[src/rtl/cache_line_ctrl_pkg.sv]
// Shared types and geometry for the direct-mapped line controller.
//   S_OFFSET : byte-offset bits (32-byte lines)
//   S_INDEX  : set-index bits (8 sets)
//   S_TAG    : remaining address bits kept as the tag
//   state_e  : controller states, also exported for debug
//   da_sel_e : data-array write-data source
// Optional perf counters are enabled with the CACHE_PERF_CNT_EN macro (see top).
package cache_line_ctrl_pkg;
  localparam int S_OFFSET  = 5;
  localparam int S_INDEX   = 3;
  localparam int S_TAG     = 32 - S_OFFSET - S_INDEX;
  localparam int NUM_SETS  = 1 << S_INDEX;

  typedef enum logic [1:0] {
    IDLE      = 2'd0,
    WRITEBACK = 2'd1,
    FILL      = 2'd2
  } state_e;

  typedef enum logic {
    DA_SEL_CPU  = 1'b0,
    DA_SEL_PMEM = 1'b1
  } da_sel_e;

  // Line-aligned byte address from tag and set index.
  function automatic logic [31:0] line_addr(input logic [S_TAG-1:0] tag,
                                            input logic [S_INDEX-1:0] idx);
    return {tag, idx, {S_OFFSET{1'b0}}};
  endfunction
endpackage

[src/rtl/cache_line_ctrl_if.sv]
// Bus bundle between the CPU line adapter, the line data array and pmem.
//   CPU side   : mem_address, mem_read, mem_write, mem_byte_enable256 -> ctrl; mem_resp <- ctrl
//   Data array : da_index, da_write_en, da_sel_pmem <- ctrl
//   Memory     : pmem_address, pmem_read, pmem_write <- ctrl; pmem_resp -> ctrl
// Handshake: a requester raises its strobe (mem_read/mem_write, or pmem_read/pmem_write)
// and holds it together with its address until the responder pulses the matching resp
// for exactly one cycle; the strobe may drop on the cycle after resp.
// modport slave is the controller, modport master is the environment driving it.
interface cache_line_ctrl_if;
  import cache_line_ctrl_pkg::*;

  logic [31:0]        mem_address;
  logic               mem_read;
  logic               mem_write;
  logic [31:0]        mem_byte_enable256;
  logic               mem_resp;
  logic [S_INDEX-1:0] da_index;
  logic [31:0]        da_write_en;
  da_sel_e            da_sel_pmem;
  logic [31:0]        pmem_address;
  logic               pmem_read;
  logic               pmem_write;
  logic               pmem_resp;

  modport slave (
    input  mem_address, mem_read, mem_write, mem_byte_enable256, pmem_resp,
    output mem_resp, da_index, da_write_en, da_sel_pmem, pmem_address, pmem_read, pmem_write
  );

  modport master (
    output mem_address, mem_read, mem_write, mem_byte_enable256, pmem_resp,
    input  mem_resp, da_index, da_write_en, da_sel_pmem, pmem_address, pmem_read, pmem_write
  );
endinterface

[src/rtl/cache_meta_array.sv]
// Tag/valid/dirty metadata for every set.
//   clk, rst      : clock, asynchronous active-high reset (clears valid/dirty only)
//   i_index       : set for both the combinational read and the write
//   i_tag         : tag written when i_load_tag
//   i_load_valid  : mark the set valid
//   i_load_dirty  : write i_dirty_val into the dirty bit
//   i_load_tag    : write i_tag into the tag array
//   o_valid/o_dirty/o_tag : current metadata of set i_index
module cache_meta_array
  import cache_line_ctrl_pkg::*;
(
  input  logic               clk,
  input  logic               rst,
  input  logic [S_INDEX-1:0] i_index,
  input  logic [S_TAG-1:0]   i_tag,
  input  logic               i_load_valid,
  input  logic               i_load_dirty,
  input  logic               i_dirty_val,
  input  logic               i_load_tag,
  output logic               o_valid,
  output logic               o_dirty,
  output logic [S_TAG-1:0]   o_tag
);
  logic [NUM_SETS-1:0] r_valid;
  logic [NUM_SETS-1:0] r_dirty;
  logic [S_TAG-1:0]    r_tag [NUM_SETS];

  always_ff @(posedge clk or posedge rst) begin
    if (rst) begin
      r_valid <= '0;
      r_dirty <= '0;
    end else begin
      if (i_load_valid) r_valid[i_index] <= 1'b1;
      if (i_load_dirty) r_dirty[i_index] <= i_dirty_val;
    end
  end

  // Tags are meaningless while valid is clear, so they carry no reset.
  always_ff @(posedge clk) begin
    if (i_load_tag) r_tag[i_index] <= i_tag;
  end

  assign o_valid = r_valid[i_index];
  assign o_dirty = r_dirty[i_index];
  assign o_tag   = r_tag[i_index];
endmodule

[src/rtl/cache_line_ctrl.sv]
// Direct-mapped, write-back, write-allocate line controller.
//   clk, rst    : clock, asynchronous active-high reset
//   bus         : cache_line_ctrl_if.slave (CPU request/resp, data-array control, pmem handshake)
//   o_dbg_state : current FSM state
//   hit_count, miss_count : saturating event counters, present only when
//                           CACHE_PERF_CNT_EN is defined
// Hits respond in the request cycle. A miss writes back a dirty victim (WRITEBACK),
// fetches the line (FILL), returns to IDLE, and the still-held request then hits.
module cache_line_ctrl
  import cache_line_ctrl_pkg::*;
(
  input  logic                 clk,
  input  logic                 rst,
  cache_line_ctrl_if.slave     bus,
  output state_e               o_dbg_state
`ifdef CACHE_PERF_CNT_EN
  ,
  output logic [31:0]          hit_count,
  output logic [31:0]          miss_count
`endif
);
  state_e             r_state;
  state_e             w_state_next;
  logic [S_INDEX-1:0] w_idx;
  logic [S_TAG-1:0]   w_tag;
  logic               w_req;
  logic               w_hit;
  logic               w_valid;
  logic               w_dirty;
  logic [S_TAG-1:0]   w_tag_stored;
  logic               w_load_valid;
  logic               w_load_dirty;
  logic               w_dirty_val;
  logic               w_load_tag;
  logic               w_offset_unused;

  assign w_idx           = bus.mem_address[S_OFFSET +: S_INDEX];
  assign w_tag           = bus.mem_address[31 -: S_TAG];
  assign w_req           = bus.mem_read | bus.mem_write;
  assign w_hit           = w_valid & (w_tag_stored == w_tag);
  assign w_offset_unused = ^bus.mem_address[S_OFFSET-1:0];
  assign bus.da_index    = w_idx;
  assign o_dbg_state     = r_state;

  cache_meta_array u_meta (
    .clk          (clk),
    .rst          (rst),
    .i_index      (w_idx),
    .i_tag        (w_tag),
    .i_load_valid (w_load_valid),
    .i_load_dirty (w_load_dirty),
    .i_dirty_val  (w_dirty_val),
    .i_load_tag   (w_load_tag),
    .o_valid      (w_valid),
    .o_dirty      (w_dirty),
    .o_tag        (w_tag_stored)
  );

  always_ff @(posedge clk or posedge rst) begin
    if (rst) r_state <= IDLE;
    else     r_state <= w_state_next;
  end

  always_comb begin
    w_state_next       = r_state;
    bus.mem_resp       = 1'b0;
    bus.da_write_en    = '0;
    bus.da_sel_pmem    = DA_SEL_CPU;
    bus.pmem_read      = 1'b0;
    bus.pmem_write     = 1'b0;
    bus.pmem_address   = '0;
    w_load_valid       = 1'b0;
    w_load_dirty       = 1'b0;
    w_dirty_val        = 1'b0;
    w_load_tag         = 1'b0;
    case (r_state)
      IDLE: begin
        if (w_req) begin
          if (w_hit) begin
            bus.mem_resp = 1'b1;
            // A combined read+write is a write.
            if (bus.mem_write) begin
              bus.da_write_en = bus.mem_byte_enable256;
              w_load_dirty    = 1'b1;
              w_dirty_val     = 1'b1;
            end
          end else if (w_valid && w_dirty) begin
            w_state_next = WRITEBACK;
          end else begin
            w_state_next = FILL;
          end
        end
      end
      WRITEBACK: begin
        // Victim address comes from the stored tag, not the request.
        bus.pmem_write   = 1'b1;
        bus.pmem_address = line_addr(w_tag_stored, w_idx);
        if (bus.pmem_resp) begin
          w_load_dirty = 1'b1;
          w_dirty_val  = 1'b0;
          w_state_next = FILL;
        end
      end
      FILL: begin
        bus.pmem_read    = 1'b1;
        bus.pmem_address = line_addr(w_tag, w_idx);
        if (bus.pmem_resp) begin
          bus.da_write_en = '1;
          bus.da_sel_pmem = DA_SEL_PMEM;
          w_load_tag      = 1'b1;
          w_load_valid    = 1'b1;
          w_load_dirty    = 1'b1;
          w_dirty_val     = 1'b0;
          w_state_next    = IDLE;
        end
      end
      default: w_state_next = IDLE;
    endcase
  end

`ifdef CACHE_PERF_CNT_EN
  logic w_hit_evt;
  logic w_miss_evt;
  assign w_hit_evt  = (r_state == IDLE) & w_req & w_hit;
  assign w_miss_evt = (r_state == IDLE) & w_req & ~w_hit;

  always_ff @(posedge clk or posedge rst) begin
    if (rst) begin
      hit_count  <= '0;
      miss_count <= '0;
    end else begin
      if (w_hit_evt && (hit_count != 32'hFFFF_FFFF))   hit_count  <= hit_count + 32'd1;
      if (w_miss_evt && (miss_count != 32'hFFFF_FFFF)) miss_count <= miss_count + 32'd1;
    end
  end
`endif
endmodule

[src/flat_wrapper.sv]
// flat-port wrapper written by rule: the top's interface ports become plain ports
module cache_line_ctrl_flat import cache_line_ctrl_pkg::*;
  (clk, rst, o_dbg_state, bus_mem_address, bus_mem_read, bus_mem_write, bus_mem_byte_enable256, bus_pmem_resp, bus_mem_resp, bus_da_index, bus_da_write_en, bus_da_sel_pmem, bus_pmem_address, bus_pmem_read, bus_pmem_write);
  cache_line_ctrl_if bus_i ();
  input  logic clk;
  input  logic rst;
  output state_e o_dbg_state;
  input wire logic [$bits(bus_i.mem_address)-1:0] bus_mem_address;
  input wire logic [$bits(bus_i.mem_read)-1:0] bus_mem_read;
  input wire logic [$bits(bus_i.mem_write)-1:0] bus_mem_write;
  input wire logic [$bits(bus_i.mem_byte_enable256)-1:0] bus_mem_byte_enable256;
  input wire logic [$bits(bus_i.pmem_resp)-1:0] bus_pmem_resp;
  output wire logic [$bits(bus_i.mem_resp)-1:0] bus_mem_resp;
  output wire logic [$bits(bus_i.da_index)-1:0] bus_da_index;
  output wire logic [$bits(bus_i.da_write_en)-1:0] bus_da_write_en;
  output wire logic [$bits(bus_i.da_sel_pmem)-1:0] bus_da_sel_pmem;
  output wire logic [$bits(bus_i.pmem_address)-1:0] bus_pmem_address;
  output wire logic [$bits(bus_i.pmem_read)-1:0] bus_pmem_read;
  output wire logic [$bits(bus_i.pmem_write)-1:0] bus_pmem_write;
  assign bus_i.mem_address = bus_mem_address;
  assign bus_i.mem_read = bus_mem_read;
  assign bus_i.mem_write = bus_mem_write;
  assign bus_i.mem_byte_enable256 = bus_mem_byte_enable256;
  assign bus_i.pmem_resp = bus_pmem_resp;
  assign bus_mem_resp = bus_i.mem_resp;
  assign bus_da_index = bus_i.da_index;
  assign bus_da_write_en = bus_i.da_write_en;
  assign bus_da_sel_pmem = bus_i.da_sel_pmem;
  assign bus_pmem_address = bus_i.pmem_address;
  assign bus_pmem_read = bus_i.pmem_read;
  assign bus_pmem_write = bus_i.pmem_write;
  cache_line_ctrl u_core (.clk(clk), .rst(rst), .bus(bus_i), .o_dbg_state(o_dbg_state));
endmodule
[config.mk]
export PLATFORM = sky130hd
export DESIGN_NAME = cache_line_ctrl_flat
export DESIGN_NICKNAME = d
export VERILOG_FILES = /design/src/rtl/cache_line_ctrl_pkg.sv /design/src/rtl/cache_line_ctrl_if.sv /design/src/rtl/cache_meta_array.sv /design/src/rtl/cache_line_ctrl.sv /design/src/flat_wrapper.sv
export SDC_FILE = /design/constraint.sdc
export NUM_CORES = 1
export LEC_CHECK = 0
export CAP_MARGIN = 15
export CORE_AREA = 2 2 136 138
export DETAILED_ROUTE_END_ITERATION = 6
export DIE_AREA = 0 0 138 140
export PLACE_DENSITY = 0.8
export SKIP_CTS_REPAIR_TIMING = 1
export SLEW_MARGIN = 30
export SYNTH_ARGS = -nofsm -noshare
export SYNTH_HDL_FRONTEND = slang
export SYNTH_SLANG_ARGS = --single-unit
[constraint.sdc]
create_clock -name clk -period 4.6 [get_ports clk]
set_clock_uncertainty 0.15 [all_clocks]
set_input_delay 0.92 -clock clk [delete_from_list [all_inputs] [get_ports clk]]
set_output_delay 0.92 -clock clk [all_outputs]
set_load 0.01 [all_outputs]
[Yosys cells after proc, flatten, opt, wreduce, memory -nomap -nowiden]
Memories as Yosys holds them, arrays and structs flattened.
Index checks and enable logic that the tools add are counted.
Cells by class
  order comparisons: 2
  bitwise gates (word level): 3
  multiplexer cells: 33
  eq/ne operators: 7
  reductions and logical operators: 5
Operator list (number)
  32-bit two-way mux: 4
  32-bit one-hot mux with 2 select lines: 2
  24-bit equality test: 1
  1-bit two-way mux: 16
  2-bit two-way mux: 5
  8-bit bitwise mux: 1
  8-bit OR: 1
  1-bit binary-select mux with 3-bit select: 2
  2-bit != test, second input constant: 3
  2-bit one-hot mux with 3 select lines: 1
  3-bit by 4-bit < comparator with 1-bit output, second input constant: 1
  4-bit AND reduction: 1
  1-bit demux with 3-bit select: 1
  3-bit by 1-bit >= comparator with 1-bit output, second input constant: 1
  2-bit by 1-bit equality test with 1-bit output, second input constant: 1
  2-bit equality test, second input constant: 1
  1-bit logical AND: 2
  2-bit logical NOT: 1
  2-bit by 1-bit != test with 1-bit output, second input constant: 1
  1-bit one-hot mux with 2 select lines: 1
  2-bit OR reduction: 1
  1-bit bitwise AND: 1
  1-bit OR: 1
Storage, ports and cells
  memory bits (writable): 192
  output and inout bits: 73
  memories kept: 1
  input port bits: 69
  register bits after elaboration: 18
  word-level logic and storage cells: 54
Memories
  u_core.u_meta.r_tag: words 8, width 24, read ports 1, clocked after Yosys merged registers in 0, write ports 1, line cache_meta_array.sv:26  | logic [S_TAG-1:0] r_tag [NUM_SETS];

[Logic depth before layout (Yosys ltp)]
Gate-level depths: netlist of the first run.
  depth in word-level cells: 7
  gate-level depth with buffers: 13
  mapped depth without buffers: 8

[Modules after synthesis]
A second synthesis of the first run with hierarchy kept.
Second synthesis, totals
  cell total of the unflattened synthesis: 555
  area total of the unflattened synthesis: 9539.1 µm²
By module, submodules not included
  cache_meta_array: times used 1, seq. area each 6165.9 µm², area an instance 8255.4 µm², cells each 351
  cache_line_ctrl: times used 1, seq. area each 50.0 µm², area an instance 1283.7 µm², cells each 204

[Worst setup path before layout of the first run]
Ideal clock, no wire load.
  path kind: input port to output port
  start point: input bus_mem_address[5]
  end point: output bus_mem_resp
  slack: 0.261 ns
  data arrival time: 3.269 ns
  path buffers: 4
  cell stages on the path: 10
  data required time: 3.530 ns
  cells stage by stage: buf_6 buf_6 buf_6 buf_2 mux2i_1 a221oi_1 xnor2_1 nand4_1 or4_1 nor4_1
On the way
  word-level cells in the longest chain between the ends: 6
  elaborated cells between the ends (all ways): 8
  those cells by class: 1 x eq/ne; 5 x mux; 1 x bitwise; 1 x memory
Ends and longest elaborated chain
  start: declaration: line flat_wrapper.sv:8  | input wire logic [$bits(bus_i.mem_address)-1:0] bus_mem_address;
  memory read 8 x 24 bit or 1-bit binary-select mux with 3-bit select (tied branches)
  24-bit equality test or 1-bit two-way mux (tied branches): line cache_line_ctrl.sv:40, cache_meta_array.sv:43
  1-bit bitwise AND *: line cache_line_ctrl.sv:40  | assign w_hit = w_valid & (w_tag_stored == w_tag);
  1-bit two-way mux *: line cache_line_ctrl.sv:79  | if (w_hit) begin
  1-bit two-way mux *: line cache_line_ctrl.sv:78  | if (w_req) begin
  1-bit two-way mux *: line cache_line_ctrl.sv:76  | case (r_state)
  end: declaration: line flat_wrapper.sv:13  | output wire logic [$bits(bus_i.mem_resp)-1:0] bus_mem_resp;
Every way passes the cells marked *; elsewhere a longest branch is shown, timed or not. The select of a mux whose other input is x is not followed.

[Final worst setup path of the first run]
  start point: input bus_mem_address[6]
  end point: output bus_da_write_en[5]
On the way
  word-level cells in the longest chain between the ends: 6
  elaborated cells between the ends (all ways): 8
  those cells by class: 1 x eq/ne; 5 x mux; 1 x bitwise; 1 x memory
Ends and longest elaborated chain
  memory read 8 x 24 bit or 1-bit binary-select mux with 3-bit select (tied branches)
  24-bit equality test or 1-bit two-way mux (tied branches): line cache_line_ctrl.sv:40, cache_meta_array.sv:43
  1-bit bitwise AND *: line cache_line_ctrl.sv:40
  32-bit two-way mux *: line cache_line_ctrl.sv:79
  32-bit two-way mux *: line cache_line_ctrl.sv:78
  32-bit one-hot mux with 2 select lines *: line cache_line_ctrl.sv:76
  end: declaration: line flat_wrapper.sv:15  | output wire logic [$bits(bus_i.da_write_en)-1:0] bus_da_write_en;
Marks and branches as above.

==> results of run 1 <==
-- how the worst max path moves through the flow --
| stage | from | end | slack [ps] | cells after the start |
|---|---|---|---|---|
| floorplan | bus_mem_address[5] | bus_mem_resp | 260 | 10 |
| global placement | bus_mem_address[6] | bus_da_write_en[0] | -750 | 12 |
| detailed placement | bus_mem_address[6] | bus_mem_resp | -850 | 11 |
| CTS | bus_mem_address[6] | bus_mem_resp | -850 | 11 |
| global route | bus_mem_address[5] | bus_da_write_en[26] | -410 | 14 |
| finish | bus_mem_address[6] | bus_da_write_en[5] | -240 | 14 |
-- sequential cells by signal, indices dropped and copies added, names as in the netlist --
name and flops:
u_core.o_dbg_state 2, u_core.u_meta.r_dirty 8, u_core.u_meta.r_tag 192, u_core.u_meta.r_valid 8
-- kinds of logic after synthesis --
family                     Yosys count  share of synthesized area
AOI/OAI and AO/OA                  117                     0.0791
xor gates and xnor gates            24                     0.0229
other                                1                   0.000394
muxes                               84                      0.118
adders and majority gates            4                    0.00526
and+or+nand+nor                    158                     0.0877
buffers and inverters               62                     0.0340
DFF                                210                      0.653
-- power by group --
group | switching [mW] | total (mW) | internal (mW) | leakage, nW
clock | 0.681 | 1.57 | 0.890 | 0.305
sequential | 0.0383 | 2.22 | 2.18 | 1.95
combinational | 0.759 | 1.46 | 0.699 | 2.65
-- placed cells by master, fill, tap and decap left out, types with 24 or more instances in the layout --
cell / instances
dlymetal6s2s_1: 26
nor2b_1: 24
nand3_1: 43
o21ai_0: 41
mux2i_1: 45
edfxtp_1: 192
nand2_1: 26
buf_4: 111
clkdlybuf4s50_1: 100
-- routing by layer --
layer | share of wire | vias up | wire, µm
li1 | - | 2985 | -
met1 | 0.38 | 3383 | 9700
met4 | 0.030 | 0 | 781
met3 | 0.099 | 61 | 2550
met2 | 0.49 | 437 | 12700
met5 | 0 | - | 0
-- layout make-up --
| class | instances | area, µm² |
|---|---|---|
| sequential | 210 | 6220 |
| fill | 1077 | 5030 |
| multi-input combinational | 392 | 3190 |
| timing repair buffer | 255 | 2410 |
| clock buffer | 23 | 533 |
| tap | 229 | 287 |
| clock inverter | 12 | 87.6 |
| inverter | 6 | 22.5 |
==> flow_summary_export.csv, run 1 <==
group,metric,value,unit
run_status,outcome,"finished, violations left",
run_status,violations,"setup timing",
worst_hold_path,min_from,"u_core.u_meta.r_valid[1]",
worst_hold_path,hold_path_end,"u_core.u_meta.r_valid[1]",
logic_synthesis,seq_area_frac_synth,0.653,
route,first_pass_iters,5,
logic_synthesis,ys_seq_elements,210,
finish,instances_no_fill,1127,
die,num_rows,49,
place,dp.cells,1089,
power,total_power,5.25,mW
global_routing,use_met1,0.334,
die,core_area,17800,µm²
logic_synthesis,synth_commonest_cells,"edfxtp_1, o21ai_0, mux2i_1",
route,route.detailed.drc,0,
sta,period_minus_slack,4840,ps
route,vias,6866,
worst_setup_path,required,3530,ps
logic_synthesis,netlist.top_cell.by_area,"edfxtp_1",
sta,maxSlewViolCount,0,
sta,setup-tns-final,-1060,ps
sta,worst_slew_pin_slew,708,ps
clocking,cts_buffer_depth,3,
global_routing,grt_max_degree,34,
power,peakVddDrop,0.330,mV
logic_synthesis,syn_area,9520,µm²
route,avgRoutedWirePerCell,22.8,µm
worst_setup_path,reg2regPathDepth,8,
global_routing,grt_use_met2,0.435,
clocking,clk_latency,500,ps
global_routing,antenna_found_initial,0,
run,drv_cap,0,
route,ant_nets,0,
worst_setup_path,max_stage_delay,560,ps
worst_setup_path,timing.rr.start,"u_core.u_meta.r_tag[7][0]",
place,place_hpwl,16300,µm
worst_setup_path,crit_top_cell,"buf_4",
die,die_area,19300,µm²
logic_synthesis,ys.flop_type,"edfxtp_1",
worst_setup_path,cp_top_family,"buffers and inverters",
route,vias_per_cell,6.09,
global_routing,top_usage_layer,"met2",
clocking,clock-sinks,210,
die,die_w,138,µm
sta,worst_slew_margin_rel,0.528,
global_routing,grt_pass1_vias,6872,
sta,hold_viol_final,0,
clocking,htreeDepth,1,
place,gp_congestion,0.882,
sta,rsz0062_at_grt,"true",
worst_setup_path,crit_chain,"clkbuf_4, buf_12, buf_4, nor2b_1, buf_4, nand2_1, a21oi_2, o31ai_2, nand4b_1, nor4_2, nand4_1, buf_8, o21ai_0, clkdlybuf4s50_1",
route,first_iter_violations,728,
die,start_util,0.535,
logic_synthesis,synth.most_common_cell,"edfxtp_1",
route,routed_wl,25700,µm
clocking,cts_root_buffer,"clkbuf_16",
worst_setup_path,path_buf_inv,6,
finish,utilization,0.717,
finish,fin_area,12700,µm²
place,preCtsSetupSlack,-847,ps
worst_setup_path,worstSetupPathType,"primary input to output pin",
worst_setup_path,crit_path_max_fanout,33,
logic_synthesis,synth_edf_count,192,
worst_setup_path,worstSetupEndpointType,"output pin",
global_routing,grt_pass1_wl,38500,µm
logic_synthesis,yosys.area.top_type_share,0.606,
finish,n_antenna_cell,0,
place,place_area,11800,µm²
clocking,tritoncts,"yes",
global_routing,use_met3,0.0492,
finish,syn_to_final_growth,33.9,%
power,powerDensity,412,nW/µm²
logic_synthesis,ys_types,48,
sta,hold_slack,322,ps
worst_setup_path,critPathSlowestCell,"clkdlybuf4s50_1",
sta,fmax,207,MHz
worst_setup_path,r2r_end,"u_core.o_dbg_state[0]",
die,io_pins,142,
logic_synthesis,synth_warnings,0,
power,p_leak,4.90,nW
worst_setup_path,r2r_slack,1480,ps
finish,final_nets,959,
die,die_y,140,µm
global_routing,grt_usage,0.257,
worst_setup_path,crit_arrival,3770,ps
clocking,numCtsBuffers,21,
sta,setup_viol,5,
worst_hold_path,hold_path_depth,1,
finish,drive_above_1_share,0.272,
sta,timing.final.ws_setup,-236,ps
worst_setup_path,start_kind,"primary input",
worst_hold_path,hold_class,"register to register",
logic_synthesis,syn_area_per_cell,14.4,µm²
logic_synthesis,synthTopCellsByArea,"edfxtp_1, dfrtp_1, mux2i_1",
place,portBuffers,131,
global_routing,grt-ovfl-total,0,
logic_synthesis,syn_inst,660,
clocking,cts.clk_slew.worst_paths,60,ps
sta,period_share,1.05,
logic_synthesis,async_flop_share,0.0857,
(Power assumes the default switching activity.)
==> inputs of run 2 (changes only) <==
Settings changed: RECOVER_POWER set to 100.
==> flow_summary_export.csv, run 2 (synthesis results as in run 1) <==
group,metric,value,unit
power,seq_power_share,0.423,
route,first_pass_iters,6,
sta,hold_viol_final,0,
global_routing,grt_usage,0.257,
die,die_area,19300,µm²
power,p_leak,4.90,nW
worst_setup_path,worstSetupEndpointType,"output pin",
worst_setup_path,crit_path_max_fanout,33,
finish,top_register,"u_core.u_meta.r_tag",
clocking,cts.clk_slew.worst_paths,60,ps
run_status,outcome,"finished, violations left",
sta,fmax,207,MHz
power,powerDensity,412,nW/µm²
global_routing,grt_max_degree,34,
route,avgRoutedWirePerCell,22.9,µm
global_routing,grt_pass1_wl,38500,µm
die,core_area,17800,µm²
power,switching_share,0.282,
power,share_comb_of_total_power,0.277,
power,clkPwrFrac,0.299,
sta,rsz0062_at_grt,"true",
worst_setup_path,r2r_slack,1490,ps
die,start_util,0.535,
run,drv_cap,0,
sta,worst_slew_margin_rel,0.529,
route,vias,6851,
place,dp.cells,1089,
clocking,tritoncts,"yes",
sta,period_minus_slack,4830,ps
power,p_switching,1.48,mW
finish,syn_to_final_growth,33.9,%
finish,instances_no_fill,1127,
worst_setup_path,critPathSlowestCell,"clkdlybuf4s50_1",
finish,utilization,0.717,
finish,layout_common_cells,"edfxtp_1, buf_4, clkdlybuf4s50_1, mux2i_1, nand3_1",
clocking,clock-sinks,210,
global_routing,antenna_found_initial,0,
power,peakVddDrop,0.329,mV
worst_hold_path,hold_class,"register to register",
finish,n_fill_cell,1077,
worst_setup_path,required,3530,ps
clocking,htreeDepth,1,
run_status,violations,"setup timing",
sta,setup-tns-final,-1050,ps
route,route.detailed.drc,0,
worst_setup_path,timing.rr.start,"u_core.u_meta.r_tag[7][0]",
power,p_int,3.77,mW
worst_hold_path,hold_path_end,"u_core.u_meta.r_valid[0]",
worst_setup_path,reg2regPathDepth,8,
finish,final_nets,959,
place,preCtsSetupSlack,-847,ps
clocking,cts_buffer_depth,3,
worst_setup_path,crit_arrival,3760,ps
route,ant_nets,0,
sta,maxSlewViolCount,0,
worst_hold_path,min_from,"u_core.u_meta.r_valid[0]",
finish,top_regs,"u_core.u_meta.r_tag: 192 flops, u_core.u_meta.r_dirty: 8 flops, u_core.u_meta.r_valid: 8 flops",
global_routing,grt_pass1_vias,6872,
sta,period_share,1.05,
finish,n_antenna_cell,0,
finish,largest_reg_flops,192,
die,die_y,140,µm
worst_hold_path,hold_path_depth,1,
power,total_power,5.25,mW
route,routed_wl,25800,µm
worst_setup_path,crit_top_cell,"buf_4",
clocking,cts_root_buffer,"clkbuf_16",
die,io_pins,142,
die,num_rows,49,
worst_setup_path,worstSetupPathType,"primary input to output pin",
global_routing,grt-ovfl-total,0,
place,portBuffers,131,
worst_setup_path,r2r_end,"u_core.o_dbg_state[0]",
sta,setup_viol,5,
die,die_w,138,µm
worst_setup_path,start_kind,"primary input",
worst_setup_path,max_stage_delay,560,ps
sta,worst_slew_pin_slew,705,ps
place,gp_congestion,0.882,
sta,timing.final.ws_setup,-234,ps
clocking,clk_latency,500,ps
finish,drive_above_1_share,0.271,
route,vias_per_cell,6.08,
route,first_iter_violations,728,
worst_setup_path,crit_chain,"clkbuf_4, buf_12, buf_4, nor2b_1, buf_4, nand2_1, a21oi_2, o31ai_2, nand4b_1, nor4_2, nand4_1, buf_8, o21ai_0, clkdlybuf4s50_1",
place,place_hpwl,16300,µm
clocking,numCtsBuffers,21,
finish,final_common_cell,"edfxtp_1",
[run 2: cell count changes in the layout (fill, tap and decap cells not counted), sizes merged]
cell           previous run  this run
buf                     124       123
clkbuf                   28        29
clkdlybuf4s50           100        99
dlygate4sd3               0         1
[run 2: worst max path at each step]
stage	slack, ps	start	endpoint	cells past startpoint
2_1_floorplan	260	bus_mem_address[5]	bus_mem_resp	10
3_3_place_gp	-750	bus_mem_address[6]	bus_da_write_en[0]	12
3_5_place_dp	-850	bus_mem_address[6]	bus_mem_resp	11
4_1_cts	-850	bus_mem_address[6]	bus_mem_resp	11
5_1_grt	-410	bus_mem_address[5]	bus_da_write_en[26]	14
6_report	-230	bus_mem_address[6]	bus_da_write_en[5]	14
[run 2: worst max-delay path: cells and delay by family]
kind | cells | cell delay (ps)
AOI/OAI and AO/OA | 3 | 460
buffers and inverters | 6 | 1430
and+or+nand+nor | 5 | 950
[run 2: routing by layer]
| metal | wire, µm | global-route usage |
|---|---|---|
| met4 | 886 | 0.0956 |
| met5 | 0 | 0 |
| met2 | 12600 | 0.435 |
| met3 | 2510 | 0.0492 |
| met1 | 9790 | 0.334 |
[run 2: power groups by stage]
stage	clock (mW)	sequential (mW)	combinational [mW]
global placement	0	2.25	1.40
global route	1.65	2.23	1.56
floorplan	0	2.25	0.691
detailed placement	0	2.26	1.43
CTS	1.58	2.22	1.44
finish	1.57	2.22	1.46
[run 2: final cells by class]
class	count	area [µm²]	share of cell area
timing repair buffer	255	2410	0.189
clock inverter	12	87.6	0.00687
clock buffer	23	533	0.0418
sequential	210	6220	0.488
multi-input combinational	392	3190	0.250
inverter	6	22.5	0.00177
tap	229	287	0.0225
[run 2: per-stage QoR]
| stage | instance area, µm² | hold slack, ps |
|---|---|---|
| after floorplan | 9530 | 289 |
| after detailed placement | 11800 | 303 |
| final | 12700 | 322 |
| after CTS | 12400 | 323 |
| after global placement | 11800 | 301 |
| after global routing | 12700 | 335 |
==> inputs of run 3 (changes only) <==
Settings changed: TNS_END_PERCENT set to 100.
==> results of run 3 <==
The final DEF is identical to that of run 2; final timing and power are the same.
